### src/rtl/vrf_port_arbiter.sv
// rtl/vrf_port_arbiter.sv - two-requester arbiter in front of the single-port vector register file
//
// Port A (vector execution pipeline) has priority by default. Port B (vector load/store
// unit) is promoted to priority once it has been blocked for MAX_WAIT cycles. It drops
// back after its next grant. Each grant is exactly one SRAM read or masked write. Read data
// returns on the requester's response port two cycles after the request is accepted.
//
// Ports
//   clk, reset                    clock; asynchronous active-low reset
//   {a,b}_valid / {a,b}_ready     request handshake; ready is the combinational grant
//   {a,b}_we, _addr, _mask, _wdata
//                                 request fields; mask bit order is the same as sram_mask
//   {a,b}_rsp_valid, _rsp_data    read response; one-cycle pulse; data holds between pulses
//   sram_en, sram_we, sram_addr,
//   sram_mask, sram_wdata         Vector_rf request side, driven from the granted port
//   sram_rdata                    Vector_rf read data, valid the cycle after a read issue
module vrf_port_arbiter #(
   parameter  int NUM_ELEMS           = 8,
   parameter  int ELEM_SIZE           = 16,
   parameter  int ENABLES_PER_ELEMENT = 4,
   parameter  int VRF_SIZE            = 32,
   parameter  int MAX_WAIT            = 4,
   localparam int W                   = NUM_ELEMS * ELEM_SIZE,
   localparam int M                   = NUM_ELEMS * ENABLES_PER_ELEMENT,
   localparam int AW                  = $clog2(VRF_SIZE)
) (
   input  logic          clk,
   input  logic          reset,

   input  logic          a_valid,
   output logic          a_ready,
   input  logic          a_we,
   input  logic [AW-1:0] a_addr,
   input  logic [M-1:0]  a_mask,
   input  logic [W-1:0]  a_wdata,
   output logic          a_rsp_valid,
   output logic [W-1:0]  a_rsp_data,

   input  logic          b_valid,
   output logic          b_ready,
   input  logic          b_we,
   input  logic [AW-1:0] b_addr,
   input  logic [M-1:0]  b_mask,
   input  logic [W-1:0]  b_wdata,
   output logic          b_rsp_valid,
   output logic [W-1:0]  b_rsp_data,

   output logic          sram_en,
   output logic          sram_we,
   output logic [AW-1:0] sram_addr,
   output logic [M-1:0]  sram_mask,
   output logic [W-1:0]  sram_wdata,
   input  logic [W-1:0]  sram_rdata
);

   // MAX_WAIT is legal up to 255, so an 8-bit counter always holds it.
   localparam logic [7:0] MAX_WAIT_C = 8'(MAX_WAIT);

   typedef enum logic {
      PRIO_A = 1'b0,
      PRIO_B = 1'b1
   } prio_t;

   prio_t       state;
   prio_t       state_nxt;
   logic [7:0]  wait_cnt;
   logic [7:0]  wait_cnt_nxt;
   logic        grant_a;
   logic        grant_b;
   logic        rd_issue;

   // Read tag pipe. Stage 1 marks a read that was issued at the last edge; its data is on
   // sram_rdata now. The rsp_valid registers themselves act as stage 2.
   logic        tag_v;
   logic        tag_b;

   // ------------------------------------------------------------------
   // Priority FSM and starvation counter
   // ------------------------------------------------------------------
   always_ff @(posedge clk or negedge reset) begin
      if (!reset) begin
         state    <= PRIO_A;
         wait_cnt <= '0;
      end else begin
         state    <= state_nxt;
         wait_cnt <= wait_cnt_nxt;
      end
   end

   always_comb begin
      grant_a      = 1'b0;
      grant_b      = 1'b0;
      state_nxt    = state;
      wait_cnt_nxt = wait_cnt;

      // Grants are held off while reset is asserted. This keeps ready and sram_en low
      // throughout reset, not just at the first edge after it.
      if (reset) begin
         if (state == PRIO_A) begin
            grant_a = a_valid;
            grant_b = b_valid & ~a_valid;
         end else begin
            grant_b = b_valid;
            grant_a = a_valid & ~b_valid;
         end
      end

      if (grant_b) begin
         wait_cnt_nxt = '0;
      end else if (b_valid && (wait_cnt != MAX_WAIT_C)) begin
         wait_cnt_nxt = wait_cnt + 8'd1;
      end

      // Promotion is decided on the count as it lands on MAX_WAIT. This means B wins on the
      // cycle after its MAX_WAIT-th blocked cycle, so it is blocked at most MAX_WAIT
      // cycles in a row.
      case (state)
         PRIO_A:  if (wait_cnt_nxt == MAX_WAIT_C) state_nxt = PRIO_B;
         PRIO_B:  if (grant_b)                    state_nxt = PRIO_A;
         default: state_nxt = PRIO_A;
      endcase
   end

   assign a_ready = grant_a;
   assign b_ready = grant_b;

   // ------------------------------------------------------------------
   // SRAM request mux
   // ------------------------------------------------------------------
   always_comb begin
      sram_en    = grant_a | grant_b;
      sram_we    = 1'b0;
      if (grant_a) begin
         sram_we = a_we;
      end else if (grant_b) begin
         sram_we = b_we;
      end
      // Address, mask and data are only meaningful while sram_en is high. When idle they
      // follow port A.
      sram_addr  = grant_b ? b_addr  : a_addr;
      sram_mask  = grant_b ? b_mask  : a_mask;
      sram_wdata = grant_b ? b_wdata : a_wdata;
   end

   assign rd_issue = sram_en & ~sram_we;

   // ------------------------------------------------------------------
   // Read response pipeline
   // ------------------------------------------------------------------
   always_ff @(posedge clk or negedge reset) begin
      if (!reset) begin
         tag_v       <= 1'b0;
         tag_b       <= 1'b0;
         a_rsp_valid <= 1'b0;
         b_rsp_valid <= 1'b0;
         a_rsp_data  <= '0;
         b_rsp_data  <= '0;
      end else begin
         tag_v       <= rd_issue;
         tag_b       <= grant_b;
         a_rsp_valid <= tag_v & ~tag_b;
         b_rsp_valid <= tag_v &  tag_b;
         if (tag_v && !tag_b) begin
            a_rsp_data <= sram_rdata;
         end
         if (tag_v && tag_b) begin
            b_rsp_data <= sram_rdata;
         end
      end
   end

endmodule
### config.mk
export PLATFORM = sky130hd
export DESIGN_NAME = vrf_port_arbiter
export DESIGN_NICKNAME = d
export VERILOG_FILES = /design/src/rtl/vrf_port_arbiter.sv
export SDC_FILE = /design/constraint.sdc
export NUM_CORES = 1
export LEC_CHECK = 0
export ABC_CLOCK_PERIOD_IN_PS = 2300
export BUFFER_PORTS_ARGS = -buffer_cell sky130_fd_sc_hd__buf_4
export CAP_MARGIN = 20
export CORE_AREA = 8 8 343 345
export CTS_CLUSTER_SIZE = 30
export DETAILED_ROUTE_END_ITERATION = 7
export DIE_AREA = 0 0 351 353
export GPL_TIMING_DRIVEN = 0
export PLACE_DENSITY = 0.32
export REMOVE_ABC_BUFFERS = 1
export SETUP_SLACK_MARGIN = 0.05
export SYNTH_ARGS = -nofsm -noshare
export SYNTH_HDL_FRONTEND = slang
export SYNTH_SLANG_ARGS = --single-unit
### constraint.sdc
create_clock -name clk -period 2.3 [get_ports clk]
set_input_delay 0.23 -clock clk [delete_from_list [all_inputs] [get_ports clk]]
set_output_delay 0.23 -clock clk [all_outputs]
set_load 0.03 [all_outputs]
==> results by group, run 1 <==
Global routing
  – Busiest grt layer: met2
  – Largest net degree at the start of global routing: around 100
  – Gr usage total: 12.0%
  – Met1 Usage GRT: between 10 and 15%
  – First-pass GRT wire length: 106000 um
  – Gr ovfl total: 0
  – Met2 GRT Util: between 20% and 30%
  – Met3 Use GR: 4.56%
  – Initial antenna violation count: 11
  – Number of global-route vias before repair: about 13000

Clocking
  – Root Driver: clkbuf_16
  – Max clock buf depth: 3
  – Worst-skew pair later-pin latency: between 0.5 and 0.6 ns
  – Clock Sinks: around 270
  – H-tree lvl count: 2
  – CTS tree: yes
  – CTS clock-pin slew for the worst setup and hold paths: approximately 0.06 ns
  – CTS buffer count: 37

Critical path
  – Largest fanout on the critical path: 7
  – Startpoint types: flop
  – Critical path required time: a little over 2 ns
  – Crit path kind: reg2out
  – Crit end category: output port
  – CP Data Arrival Time: roughly 2.3 ns

Placement
  – Port Buffers: 890
  – Pre-CTS WS: -1.75 ns
  – Half-perimeter wire length after placement: between 60000 and 70000 um
  – Post-DP Area: about 0.021 mm^2
  – RePlAce Congestion: 0.839
  – DP Cell Count: 3164

Finish
  – Area growth syn-to-layout: 107%
  – Register area: just under 0.007 mm^2
  – Fin nets: approximately 2300
  – Combined area of the multi-input logic cells: between 0.005 and 0.006 mm^2
  – Fin cells: 3409
  – Layout cells sized above 1: between 70% and 80%
  – Filler instances: ~12000
  – Fin util: 22.5%
  – Final Cell Area: approximately 0.025 mm^2

Yosys
  – Synth warnings: 0
  – Gate Count Post-Synth: ~810
  – Sequential fraction of the synthesis area: a little under three fifths
  – Distinct cells, synth: 37
  – Ys async rst share: 100%
  – Ys flop type: dfrtp_1
  – Number of synthesized flops with an enable pin: 0
  – Synthesis-stage register bit count: 269
  – Cell taking the most area after synthesis: dfrtp_1
  – Top cells by count, synth: mux2_2, dfrtp_1, mux2_1
  – Post-Syn Area: about 0.012 mm^2
  – Top-area cell type share of the netlist area: approximately 55%
  – Most area-consuming cells after synthesis: dfrtp_1, mux2_2, mux2_1
  – Avg Cell Area, Syn: roughly 15 um^2
  – Most common cell in the synthesized netlist: mux2_2

STA
  – Setup TNS: -23.54 ns
  – Final Hold Viols: 0
  – Final worst-path cycle share: 110%
  – Final setup fails: approximately 150
  – Post-layout min period: 2.53 ns
  – Clock skew: between 0.02 and 0.03 ns
  – Final WS setup: -0.232 ns
  – RSZ-0062 raised after global routing: yes
  – Hold_ws: around 0.11 ns
  – Worst Tran Pin Value: 0.873 ns
  – Max_slew headroom: about two fifths
  – Final Max Slew Viols: 0
  – Fmax: 395 MHz

Detailed routing
  – # DRC: 0
  – Vias: between 10000 and 15000
  – Post-route antenna net violation count: 0
  – Drt pass-1 iters: 4
  – Drt wl/cell: about 23 um
  – Drt total wl: slightly below 80000 um
  – Initial DRC Count: about 330
  – Via density: between 3 and 4

Floorplanning
  – Die H: between 300 and 400 um
  – Die X: around 350 um
  – Core box area: around 0.11 mm^2
  – Die Area: around 0.12 mm^2
  – Initial Util: 10.8%
  – I/O pins: between 800 and 900
  – Cell Rows: between 100 and 150

Pwr
  – LEAKAGE: about 12 nW
  – Max VDD drop: between 0.4 and 0.5 mV
  – Total power: ~25 mW
  – Pwr dens: between 900 and 1000 mW/mm^2

Hold path
  – HP Class: in2reg

Status
  – Failing checks: negative setup slack
  – Status: finished, violations left

Run
  – Max_cap viols: 0
==> sequential cells by signal, summed over array words and instances, names as in the netlist <==
name	flops
a_rsp_data	128
a_rsp_valid	1
b_rsp_data	128
b_rsp_valid	1
state	1
tag_b	1
tag_v	1
wait_cnt	8
==> worst paths after layout <==
kind	startpoint	end	slack [ns]	cells past startpoint
setup / recovery	state$_DFF_PN0_	sram_wdata[84]	-0.23	9
hold / removal	a_valid	tag_v$_DFF_PN0_	0.11	3
setup reg to reg	tag_b$_DFF_PN0_	a_rsp_data[19]$_DFFE_PN0P_	0.16	7
hold reg to reg	b_rsp_data[91]$_DFFE_PN0P_	b_rsp_data[91]$_DFFE_PN0P_	0.50	1
max in group asynchronous	reset	a_rsp_data[17]$_DFFE_PN0P_	0.71	5
min in group asynchronous	reset	a_rsp_data[36]$_DFFE_PN0P_	0.38	3
==> cell type report <==
| class | count | area share [%] |
|---|---|---|
| diodes | 4 | 0.0398 |
| clock buffers | 54 | 4.18 |
| clock inverters | 12 | 0.572 |
| inverters | 5 | 0.0747 |
| multi-input cells | 485 | 22.1 |
| flip-flops and latches | 269 | 26.8 |
| well taps | 1500 | 7.47 |
| repair buffers | 1080 | 38.8 |
==> critical path, cell delays in order (launching register included) <==
cell and delay [ns]:
dfrtp_1 0.36, inv_2 0.06, a21oi_4 0.16, buf_12 0.14, buf_16 0.11, buf_16 0.12, buf_12 0.14, buf_16 0.14
mux2_4 0.33, buf_12 0.15
==> cell families after synthesis <==
family	count (synthesis)	synth area share, %
multiplexers	423	39.2
AND/OR/NAND/NOR	38	1.67
AO/OA/AOI/OAI	17	1.09
flip-flops	269	55.5
adder cells (fa/ha/maj)	2	0.206
buffers and inverters	52	1.93
XOR/XNOR	5	0.361
==> layout by cell type, fill, tap and decap left out, types with 5 or more instances in the layout <==
cell,instances
buf_16,23
clkbuf_8,6
clkbuf_1,11
clkbuf_16,42
buf_4,794
buf_12,17
nand2_1,7
buf_8,11
mux2_2,317
dlygate4sd3_1,133
nor2_1,9
buf_6,92
bufbuf_16,5
mux2_4,97
dfrtp_1,269
mux2_1,7
==> per-layer routing <==
| layer | up-vias | wire length [um] |
|---|---|---|
| met3 | 57 | 7070 |
| met1 | 5724 | 27900 |
| li1 | 5099 | - |
| met4 | 10 | 1090 |
| met5 | - | 66 |
| met2 | 531 | 43100 |
==> report_power, final <==
part / switching (mW) / internal [mW] / total (mW)
Clock: 2.30 / 3.41 / 5.70
Sequential: 0.875 / 6.31 / 7.19
Combinational: 6.75 / 5.21 / 12.0
Total: 9.92 / 14.9 / 24.9
==> timing repair <==
item	4_1_cts	5_1_grt
endpoints found under the hold margin	512	0
pin swaps	1	1
cloned	12	5
hold buffers	137	0
setup endpoints to repair	241	192
setup buffers	20	3
gates resized for setup	229	52
Power figures use the tool's default switching activity.
==> run 2: changes to the inputs <==
- CORE_AREA: 8 8 343 345 -> 2 2 347 349
- DIE_AREA: 0 0 351 353 -> 0 0 349 351
- PLACE_DENSITY: 0.32 -> 0.31
==> results by group, run 2 (synthesis gave the netlist of run 1 again) <==
Run
  – Max_cap viols: 0 (unchanged)

Critical path
  – CP Data Arrival Time: 2.43 ns (+0.13 ns)
  – CP bufs+invs: 7 (unchanged)
  – Crit end category: output port
  – Crit path cell chain: inv_2 > a21oi_4 > clkbuf_16 > buf_16 > buf_16 > buf_16 > buf_16 > mux2_4 > buf_8
  – Largest fanout on the critical path: 8 (+1)
  – Worst path max stage delay: 0.37 ns (about the same)
  – Critical path required time: 2.07 ns (about the same)
  – CP max stage cell: dfrtp_1
  – Startpoint types: flop
  – Crit path max-delay family: buffers and inverters
  – Most used cell, CP: buf_16
  – Crit path kind: reg2out

Pwr
  – LEAKAGE: 11.6 nW (+1.2%)
  – Max VDD drop: 0.493 mV (+15%)
  – Pwr dens: 988 mW/mm^2 (about the same)

Detailed routing
  – Vias: 11500 (+0.72%)
  – Initial DRC Count: 431 (+31%)
  – Drt total wl: 78200 um (-1.4%)
  – Drt wl/cell: 22.6 um (-2.9%)
  – Drt pass-1 iters: 4 (unchanged)
  – # DRC: 0 (unchanged)
  – Post-route antenna net violation count: 0 (unchanged)
  – Via density: 3.32 (-0.80%)

STA
  – RSZ-0062 raised after global routing: yes
  – Clock skew: 0.0358 ns (+0.00998 ns)
  – Final Hold Viols: 0 (unchanged)
  – Setup TNS: -36.15 ns (-12.60 ns)
  – Final setup fails: 163 (+11%)
  – Max_slew headroom: 41.0% (-0.76 points)
  – Fmax: 375 MHz (-4.9%)
  – Post-layout min period: 2.66 ns (+0.132 ns)
  – Final Max Slew Viols: 0 (unchanged)
  – Final WS setup: -0.364 ns (-0.132 ns)
  – Worst Tran Pin Value: 0.885 ns (+0.0114 ns)
  – Final worst-path cycle share: 116% (+5.7 points)

Finish
  – Filler instances: 13000 (+7.2%)
  – Final Cell Area: 0.0254 mm^2 (+1.1%)
  – Fin nets: 2349 (+0.21%)
  – Layout cells sized above 1: 75.1% (+0.28 points)
  – Most frequent cells in the layout: buf_4, mux2_2, dfrtp_1
  – Largest registers: a_rsp_data x128, b_rsp_data x128, wait_cnt x8
  – Register area: 0.00673 mm^2 (unchanged)
  – Combined area of the multi-input logic cells: 0.00563 mm^2 (+1.3%)
  – Area growth syn-to-layout: 110%
  – Commonest non-fill, non-tap cell in the layout: buf_4

Clocking
  – H-tree lvl count: 2 (unchanged)
  – CTS buffer count: 38 (+2.7%)
  – Root Driver: clkbuf_16
  – Clock Sinks: 269 (unchanged)
  – CTS clock-pin slew for the worst setup and hold paths: 0.06 ns (about the same)
  – Max clock buf depth: 3 (unchanged)
  – Worst-skew pair later-pin latency: 0.57 ns (+0.02 ns)
  – CTS tree: yes

Floorplanning
  – Cell Rows: 127 (+3.3%)
  – Die Area: 0.122 mm^2 (-1.1%)
  – Initial Util: 10.2% (-0.65 points)
  – I/O pins: 891 (unchanged)
  – Core box area: 0.119 mm^2 (+6.4%)
  – Die X: 349 um (-0.57%)
  – Die H: 351 um (-0.57%)

Hold path
  – HP Class: in2reg

Global routing
  – Gr usage total: 12.0% (about the same)
  – Gr ovfl total: 0 (unchanged)
  – Initial antenna violation count: 24 (+13)
  – Number of global-route vias before repair: 12500 (-3.2%)
  – Largest net degree at the start of global routing: 109 (+6.9%)
  – First-pass GRT wire length: 102000 um (-3.6%)

Placement
  – Port Buffers: 890 (unchanged)
  – Pre-CTS WS: -1.83 ns (-0.0787 ns)
  – RePlAce Congestion: 0.882 (+5.1%)
  – Post-DP Area: 0.0210 mm^2 (+0.62%)
  – Half-perimeter wire length after placement: 63300 um (-2.1%)

Status
  – Status: finished, violations left
  – Failing checks: negative setup slack
==> run 2: final timing paths <==
path / to / from / depth (start not counted) / slack, ns
min reg2reg: b_rsp_data[28]$_DFFE_PN0P_ / b_rsp_data[28]$_DFFE_PN0P_ / 1 / 0.50
min in group asynchronous: b_rsp_data[96]$_DFFE_PN0P_ / reset / 3 / 0.33
min: wait_cnt[0]$_DFF_PN0_ / b_valid / 4 / 0.11
max reg2reg: a_rsp_data[85]$_DFFE_PN0P_ / tag_b$_DFF_PN0_ / 6 / 0.27
max: sram_wdata[85] / state$_DFF_PN0_ / 9 / -0.36
max in group asynchronous: b_rsp_data[14]$_DFFE_PN0P_ / reset / 4 / 1.00
==> run 2: repair_timing <==
| action | 4_1_cts | 5_1_grt |
|---|---|---|
| hold endpoints to repair | 526 | 0 |
| buffers inserted | 19 | 7 |
| setup endpoints to repair | 200 | 167 |
| gates resized for setup | 231 | 100 |
| hold buffers | 137 | 0 |
| pin swaps | 1 | 1 |
| gates cloned | 10 | 7 |
==> run 2: area by class of cell <==
type                       count  share of cell area (%)
tap                         1548                    7.62
antenna                        3                  0.0295
multi-input combinational    485                    22.1
clock inverter                11                   0.423
sequential                   269                    26.5
inverter                       5                  0.0738
timing repair buffer        1084                    38.7
clock buffer                  56                    4.48
==> run 2: stage by stage <==
stage	hold WS (ns)	util (%)	std cells	total power [mW]
after global routing	0.112	21.4	3461	26.4
after detailed placement	0.270	17.6	3214	18.5
final	0.106	21.4	3461	25.1
after floorplan	-0.0656	-	759	13.3
after CTS	0.0440	20.9	3447	25.5
after global placement	0.471	17.3	3197	18.6
==> run 2: power by group <==
group | leakage (nW) | internal, mW | total [mW] | switching [mW]
registers | 3.17 | 6.32 | 7.22 | 0.902
clock network | 0.612 | 3.55 | 5.92 | 2.38
logic | 7.85 | 5.26 | 12.0 | 6.71
total | 11.6 | 15.1 | 25.1 | 9.99
==> run 2: routing by layer <==
metal | part of all wire [%] | track usage [%] | wire (um) | vias up
li1 | - | - | - | 5090
met3 | 8.5 | 4.27 | 6640 | 108
met4 | 3.9 | 4.05 | 3030 | 24
met1 | 34 | 11.9 | 26500 | 5727
met5 | 0.20 | 0 | 157 | -
met2 | 54 | 22.9 | 41800 | 554
==> run 2: tightest hold or removal path: stages <==
cell and delay, ns:
buf_4 0.16, o21ai_4 0.09, xnor2_1 0.07, nor2_1 0.08
